File: src/rtl/dsm_pkg.sv
// Shared delta-sigma definitions: CIC accumulator width growth, bit-to-level mapping
// and the scaling shift, used by both the modulator and the demodulator ends.
package dsm_pkg;

   localparam int PLUS_ONE  = 1;
   localparam int MINUS_ONE = -1;

   // Worst-case CIC growth is ORDER*log2(DECIM) bits; two extra bits cover the sign and the +/-1 input.
   function automatic int cicAccWidth(input int order, input int decim);
      return order * $clog2(decim) + 2;
   endfunction

   function automatic int cicShift(input int accWidth, input int dataWidth);
      return accWidth - dataWidth;
   endfunction

endpackage

File: src/rtl/cic_comb_stage.sv
// One CIC differentiator (differential delay 1) running at the decimated rate;
// the delay register only advances on the enable strike.
module cic_comb_stage #(
   parameter int WIDTH = 20
) (
   input  logic             i_clk,
   input  logic             i_rst_n,
   input  logic             i_en,
   input  logic [WIDTH-1:0] i_x,
   output logic [WIDTH-1:0] o_y
);

   logic [WIDTH-1:0] delay_q;
   logic [WIDTH-1:0] delay_d;

   always_comb begin
      delay_d = delay_q;
      if (i_en) delay_d = i_x;
   end

   always_ff @(posedge i_clk or negedge i_rst_n) begin
      if (!i_rst_n) delay_q <= '0;
      else          delay_q <= delay_d;
   end

   assign o_y = i_x - delay_q;

endmodule

File: src/rtl/dsm_cic_decimator.sv
// Sinc^ORDER CIC decimator turning the 1-bit modulator stream into signed PCM with a
// valid/ready output. Define DSM_DECIM_ROUND_EN for round-half-up with positive saturation.
module dsm_cic_decimator
   import dsm_pkg::*;
#(
   parameter int DATA_WIDTH = 16,
   parameter int ORDER      = 3,
   parameter int DECIM      = 64,
   parameter int ACC_WIDTH  = cicAccWidth(ORDER, DECIM)
) (
   input  logic                  i_clk,
   input  logic                  i_rst_n,
   input  logic                  i_en,
   input  logic                  i_data,
   output logic [DATA_WIDTH-1:0] o_data,
   output logic                  o_valid,
   input  logic                  i_ready,
   output logic                  o_overrun
);

   localparam int CNT_W = $clog2(DECIM);
   localparam int SHIFT = cicShift(ACC_WIDTH, DATA_WIDTH);

   logic [ACC_WIDTH-1:0] inBit;
   logic [ACC_WIDTH-1:0] integ_q [ORDER];
   logic [CNT_W-1:0]     decimCnt_q;
   logic                 strike;

   assign inBit  = i_data ? ACC_WIDTH'(PLUS_ONE) : ACC_WIDTH'(MINUS_ONE);
   assign strike = i_en && (decimCnt_q == CNT_W'(DECIM - 1));

   // Integrators wrap modulo 2^ACC_WIDTH; the combs cancel the wrap exactly.
   always_ff @(posedge i_clk or negedge i_rst_n) begin
      if (!i_rst_n) begin
         for (int k = 0; k < ORDER; k++) integ_q[k] <= '0;
         decimCnt_q <= '0;
      end else if (i_en) begin
         integ_q[0] <= integ_q[0] + inBit;
         for (int k = 1; k < ORDER; k++) integ_q[k] <= integ_q[k] + integ_q[k-1];
         decimCnt_q <= decimCnt_q + CNT_W'(1);
      end
   end

   logic [ACC_WIDTH-1:0] combChain [ORDER+1];

   assign combChain[0] = integ_q[ORDER-1];

   for (genvar g = 0; g < ORDER; g++) begin : gComb
      cic_comb_stage #(
         .WIDTH(ACC_WIDTH)
      ) uComb (
         .i_clk  (i_clk),
         .i_rst_n(i_rst_n),
         .i_en   (strike),
         .i_x    (combChain[g]),
         .o_y    (combChain[g+1])
      );
   end

   logic signed [ACC_WIDTH-1:0]  combRes;
   logic        [DATA_WIDTH-1:0] scaled;

   assign combRes = combChain[ORDER];

`ifdef DSM_DECIM_ROUND_EN
   localparam logic signed [ACC_WIDTH:0] ROUND_INC =
      (SHIFT > 0) ? (ACC_WIDTH+1)'(64'sd1 <<< ((SHIFT > 0) ? SHIFT - 1 : 0)) : '0;
   localparam logic signed [ACC_WIDTH:0] SAT_MAX =
      (ACC_WIDTH+1)'((64'sd1 <<< (DATA_WIDTH - 1)) - 64'sd1);

   logic signed [ACC_WIDTH:0] rounded;
   logic signed [ACC_WIDTH:0] roundShift;

   // The increment is positive, so only the positive rail can overflow.
   always_comb begin
      rounded    = $signed({combRes[ACC_WIDTH-1], combRes}) + ROUND_INC;
      roundShift = rounded >>> SHIFT;
      scaled     = DATA_WIDTH'(roundShift);
      if (roundShift > SAT_MAX) scaled = DATA_WIDTH'(SAT_MAX);
   end
`else
   always_comb begin
      scaled = DATA_WIDTH'(combRes >>> SHIFT);
   end
`endif

   logic [DATA_WIDTH-1:0] oData_q, oData_d;
   logic                  oValid_q, oValid_d;
   logic                  oOverrun_q, oOverrun_d;

   // A fresh sample always wins; it only counts as an overrun if the old one was not taken.
   always_comb begin
      oData_d    = oData_q;
      oValid_d   = oValid_q;
      oOverrun_d = 1'b0;
      if (strike) begin
         oData_d    = scaled;
         oValid_d   = 1'b1;
         oOverrun_d = oValid_q && !i_ready;
      end else if (oValid_q && i_ready) begin
         oValid_d = 1'b0;
      end
   end

   always_ff @(posedge i_clk or negedge i_rst_n) begin
      if (!i_rst_n) begin
         oData_q    <= '0;
         oValid_q   <= 1'b0;
         oOverrun_q <= 1'b0;
      end else begin
         oData_q    <= oData_d;
         oValid_q   <= oValid_d;
         oOverrun_q <= oOverrun_d;
      end
   end

   assign o_data    = oData_q;
   assign o_valid   = oValid_q;
   assign o_overrun = oOverrun_q;

endmodule

File: config.mk
export PLATFORM = sky130hd
export DESIGN_NAME = dsm_cic_decimator
export DESIGN_NICKNAME = d
export VERILOG_FILES = /design/src/rtl/dsm_pkg.sv /design/src/rtl/cic_comb_stage.sv /design/src/rtl/dsm_cic_decimator.sv
export SDC_FILE = /design/constraint.sdc
export NUM_CORES = 1
export LEC_CHECK = 0
export BUFFER_PORTS_ARGS = -buffer_cell sky130_fd_sc_hd__buf_4
export CELL_PAD_IN_SITES_DETAIL_PLACEMENT = 0
export CELL_PAD_IN_SITES_GLOBAL_PLACEMENT = 1
export CORE_MARGIN = 4
export CORE_UTILIZATION = 50
export DETAILED_ROUTE_END_ITERATION = 6
export GPL_ROUTABILITY_DRIVEN = 0
export GPL_TIMING_DRIVEN = 0
export PLACE_DENSITY_LB_ADDON = 0.2
export SLEW_MARGIN = 10
export SYNTH_ARGS = -nofsm -noshare
export SYNTH_HDL_FRONTEND = slang
export SYNTH_SLANG_ARGS = --single-unit
File: constraint.sdc
create_clock -name i_clk -period 6.3 [get_ports i_clk]
set_input_delay 1.26 -clock i_clk [delete_from_list [all_inputs] [get_ports i_clk]]
set_output_delay 1.26 -clock i_clk [all_outputs]
set_load 0.01 [all_outputs]
======== Yosys cells after proc, flatten, opt, wreduce, memory -nomap -nowiden ========
Index checks and enable logic that the tools add are counted.
storage, ports and cells
  flip-flop bits (word level) ............. 144
  bits of input ports ..................... 5
  logic and storage cells ................. 27
operators by class
  add/sub/neg operators ................... 7
  equal/unequal tests ..................... 1
  multiplexer cells ....................... 4
  reductions and logical operators ........ 5
operators by type and width
  kind                                                            number
  20-bit adder                                                    3
  20-bit subtractor                                               3
  20-bit two-way mux                                              1
  6-bit by 1-bit adder with 6-bit output (second input constant)  1
  6-bit equality test (second input constant)                     1
  1-bit logical AND                                               3
  1-bit two-way mux                                               3
  2-bit nonzero test                                              1
  1-bit zero test                                                 1

======== Logic depth before layout (Yosys ltp) ========
  depth after elaboration ................. 3
  gate-level depth with buffers ........... 30
  mapped depth without buffers ............ 30

======== Hierarchy ========
A second synthesis with hierarchy kept.
unflattened totals
  cell total of the unflattened synthesis .. 1161
  area, all modules ....................... 10727.8 µm²
modules (own cells, without submodules)
  module                               times used  cells each  area each (µm²)  seq. area each (µm²)
  dsm_cic_decimator                    1           555         5844.4           2102.0
  cic_comb_stage (gComb[1].uComb ...)  2           202         1622.8           500.5
  cic_comb_stage (gComb[0].uComb)      1           202         1637.8           500.5

======== Worst setup path before layout ========
Ideal clock, no wire load.
  kind .................................... reg2reg
  start point ............................. reg integ_q (netlist bit combChain[60])
  end point ............................... reg oData_q[15] (netlist: o_data[15])
  setup time .............................. 128 ps
  arrival time ............................ 5023 ps
  data required time ...................... 6172 ps
  path slack .............................. 1149 ps
  stages on the path, launching flop included .. 27
  buffers on the path ..................... 0
  cell sequence ........................... dfrtp_1 inv_1 ha_1 inv_1 fa_1 a21o_1 a21oi_1 o21ai_0 a21oi_1 xnor2_1 ha_1 or4_1 o21ai_0 o31a_1 o21bai_1 a21oi_1 xnor2_1 ha_1 nand2_1 o21ai_0 o311ai_0 a2bb2oi_1 o211ai_1 and3_1 o21ai_0 nor3_2 nand3b_1
RTL lines
  what                  RTL line                  RTL
  from (decl)           dsm_cic_decimator.sv:25   logic [ACC_WIDTH-1:0] integ_q [ORDER];
  to (signal assigned)  dsm_cic_decimator.sv:111  oData_q <= oData_d;
  to (decl)             dsm_cic_decimator.sv:87   logic [DATA_WIDTH-1:0] oData_q, oData_d;

==> flow_metrics.py <==
metrics = {
    "setup_path": {
        "critPathRequiredTime_ns": 6.60,
        "crit_family": "compound AO/OA/AOI/OAI gates",
        "critical_path_class": "flip-flop to flip-flop",
        "crit_path_top_delay_cell": "or4_1",
        "cp.arrival_ns": 5.96,
        "r2r_cells": 26,
        "end_kind": "flip-flop",
        "cp.depth": 26,
        "worst-path-buf-inv": 2,
        "r2r_start": "combChain[60]",
        "critPathLaunch": "combChain[60]",
        "cp-start-kind": "flip-flop",
        "worstPathMaxFanout": 4,
        "critPathMaxStageDelay_ns": 0.56,
    },
    "global_route": {
        "grt_pass1_vias": 7910,
        "grt_pass1_wl_um": 37090,
        "grt_max_degree": 105,
        "antenna_found_initial": 0,
        "overflow": 0,
        "grt_usage_pct": 19.85,
    },
    "yosys": {
        "yosysTopAreaCell": "dfrtp_1",
        "synth.cell_area_um2": 10330,
        "syn-num-nets": 1270,
        "postSynth.asyncResetShare_pct": 100.0,
        "synth_flop_cell": "dfrtp_1",
        "syn_inst": 1147,
        "synthTopCellsByArea": "dfrtp_1 35%, ha_1 14%, o21ai_0 5.8%",
        "yosysUniqueCellTypes": 66,
        "synth_edf_count": 0,
        "ys_seq_elements": 144,
        "synth_most_common_cell": "dfrtp_1",
        "avgSynthCellArea_um2": 9.009,
        "synthesis.yosys.warnings": 0,
        "synth_top_area_share_pct": 34.87,
        "ys_seq_area_share_pct": 34.87,
        "synth_common_cells": "144 x dfrtp_1, 126 x nand2_1, 120 x o21ai_0, 113 x ha_1, 96 x inv_1",
    },
    "clocking": {
        "cts_sinks": 144,
        "hold_buffers": 0,
        "cts_root_buf": "clkbuf_16",
        "clk_pin_slew_ns": 0.06,
        "post_cts_buffers": 0,
        "ctsHtreeMaxLevel": 4,
        "cts_made_buffers": 17,
        "ctsLongestPathBuffers": 2,
        "cts_resized": 0,
        "clk_latency_ns": 0.42,
        "cts_tree": "yes",
    },
    "sta": {
        "finalCritPeriodShare_pct": 89.77,
        "finalSetupViolations": 0,
        "finalHoldViolCount": 0,
        "slew_headroom_pct": 49.83,
        "rsz0062_at_grt": "false",
        "clock-skew-final_ns": 0.007170,
        "clock.fmax_mhz": 176.8,
        "worstMarginPinSlew_ns": 0.7526,
        "drv_slew": 0,
        "min_period_ns": 5.656,
        "fin_setup_tns_ns": 0,
        "holdWs_ns": 0.4757,
    },
    "final_layout": {
        "areaGrowthSynthToFinish_pct": 10.40,
        "layout-drive-gt1-share_pct": 8.750,
        "final_nets": 1311,
        "antenna_cells": 0,
    },
    "run_status": {
        "status": "finished clean",
    },
    "hold_path": {
        "whs_path_depth": 2,
        "min-delay-start": "o_data[3]",
        "timing.hold.worst.class": "flip-flop to flip-flop",
    },
    "die": {
        "rows": 52,
        "core_area_um2": 20300,
        "fp.dieH_um": 151.8,
        "ios": 23,
        "dieWidth_um": 151.8,
        "start_util_pct": 50.91,
        "dieArea_um2": 23030,
    },
    "route": {
        "vias": 7945,
        "vias_per_cell": 5.405,
        "drc": 0,
        "drt_pass1_iterations": 4,
        "antenna_left": 0,
        "wirelength_um": 21010,
        "post_drt_wl_per_cell_um": 14.29,
        "initialDrtViolationCount": 311,
    },
    "placed_design": {
        "port_buffers": 21,
        "dp_hpwl_um": 16180,
    },
    "run": {
        "drv_cap": 0,
    },
}
[cell usage in the layout, fill, tap and decap left out, types with 9 or more instances in the layout]
cell	netlist	layout
xor2_1	29	29
nand3_1	19	19
a21o_1	34	34
nor2_1	42	42
o21ai_0	120	118
nand2_1	126	126
clkbuf_16	0	17
inv_1	96	96
a211oi_1	16	16
xnor2_1	61	61
o21a_1	17	17
mux2_2	39	39
o31ai_1	10	10
dfrtp_1	144	144
o21bai_1	17	17
nor3_1	17	17
and3_1	11	11
ha_1	113	113
o211ai_1	9	9
nand2b_1	12	12
nand4_1	9	9
buf_4	1	21
clkbuf_1	24	30
a21oi_1	79	79
[cells by family (layout without fill, tap and decap cells)]
group | count (synthesis) | in the layout | share of synthesized area (%)
AO/OA/AOI/OAI | 352 | 352 | 21.10
buffers and inverters | 124 | 177 | 4.541
adder cells (fa/ha/maj) | 118 | 118 | 14.65
XOR/XNOR | 90 | 90 | 7.628
flip-flops | 144 | 144 | 34.87
multiplexers | 41 | 41 | 4.444
AND/OR/NAND/NOR | 278 | 278 | 12.76
[layer usage]
layer  up-vias  share of wire [%]  GRT usage, %
met5         -                  0             0
met4         0                1.4         5.256
met3        23                2.2         3.153
met2        82                 49         36.18
met1      3677                 47         24.36
li1       4163                  -             -
[worst paths after layout]
kind / to / slack [ns]
max: o_data[15] / 0.64
min reg2reg: o_data[3] / 0.48
max reg2reg: o_data[15] / 0.64
min in group asynchronous: gComb[2].uComb.delay_q[2] / 0.72
min: o_data[3] / 0.48
max in group asynchronous: combChain[70] / 4.75
[metrics by stage]
stage | utilization (%) | worst slack, ns | cells | area, um2
floorplan | - | 1.149 | 1147 | 10330
global placement | 53.35 | 0.5018 | 1438 | 10830
detailed placement | 53.52 | 0.4176 | 1439 | 10860
CTS | 56.20 | 0.3944 | 1470 | 11410
global route | 56.20 | 0.03983 | 1470 | 11410
finish | 56.20 | 0.6445 | 1470 | 11410
[area by class of cell]
class / count / area (um2)
inverter: 97 / 364.1
sequential: 144 / 3603
clock inverter: 5 / 55.05
buffer: 27 / 105.1
timing repair buffer: 22 / 192.7
fill: 1896 / 8891
clock buffer: 26 / 489.2
tap: 270 / 337.8
multi-input combinational: 879 / 6261
[sequential cells by signal, indices dropped and copies added (netlist names)]
signal               cells
combChain               20
integ_q                 40
o_valid                  1
decimCnt_q               6
gComb.uComb.delay_q     60
o_data                  16
o_overrun                1
[worst min-delay path, stage by stage (launching register included)]
cell and delay (ns):
dfrtp_1 0.34, nand2_1 0.04, o21ai_0 0.06
Power is not shown: default switching activity piles up to over one toggle a cycle in this logic, so the estimate is an artifact.
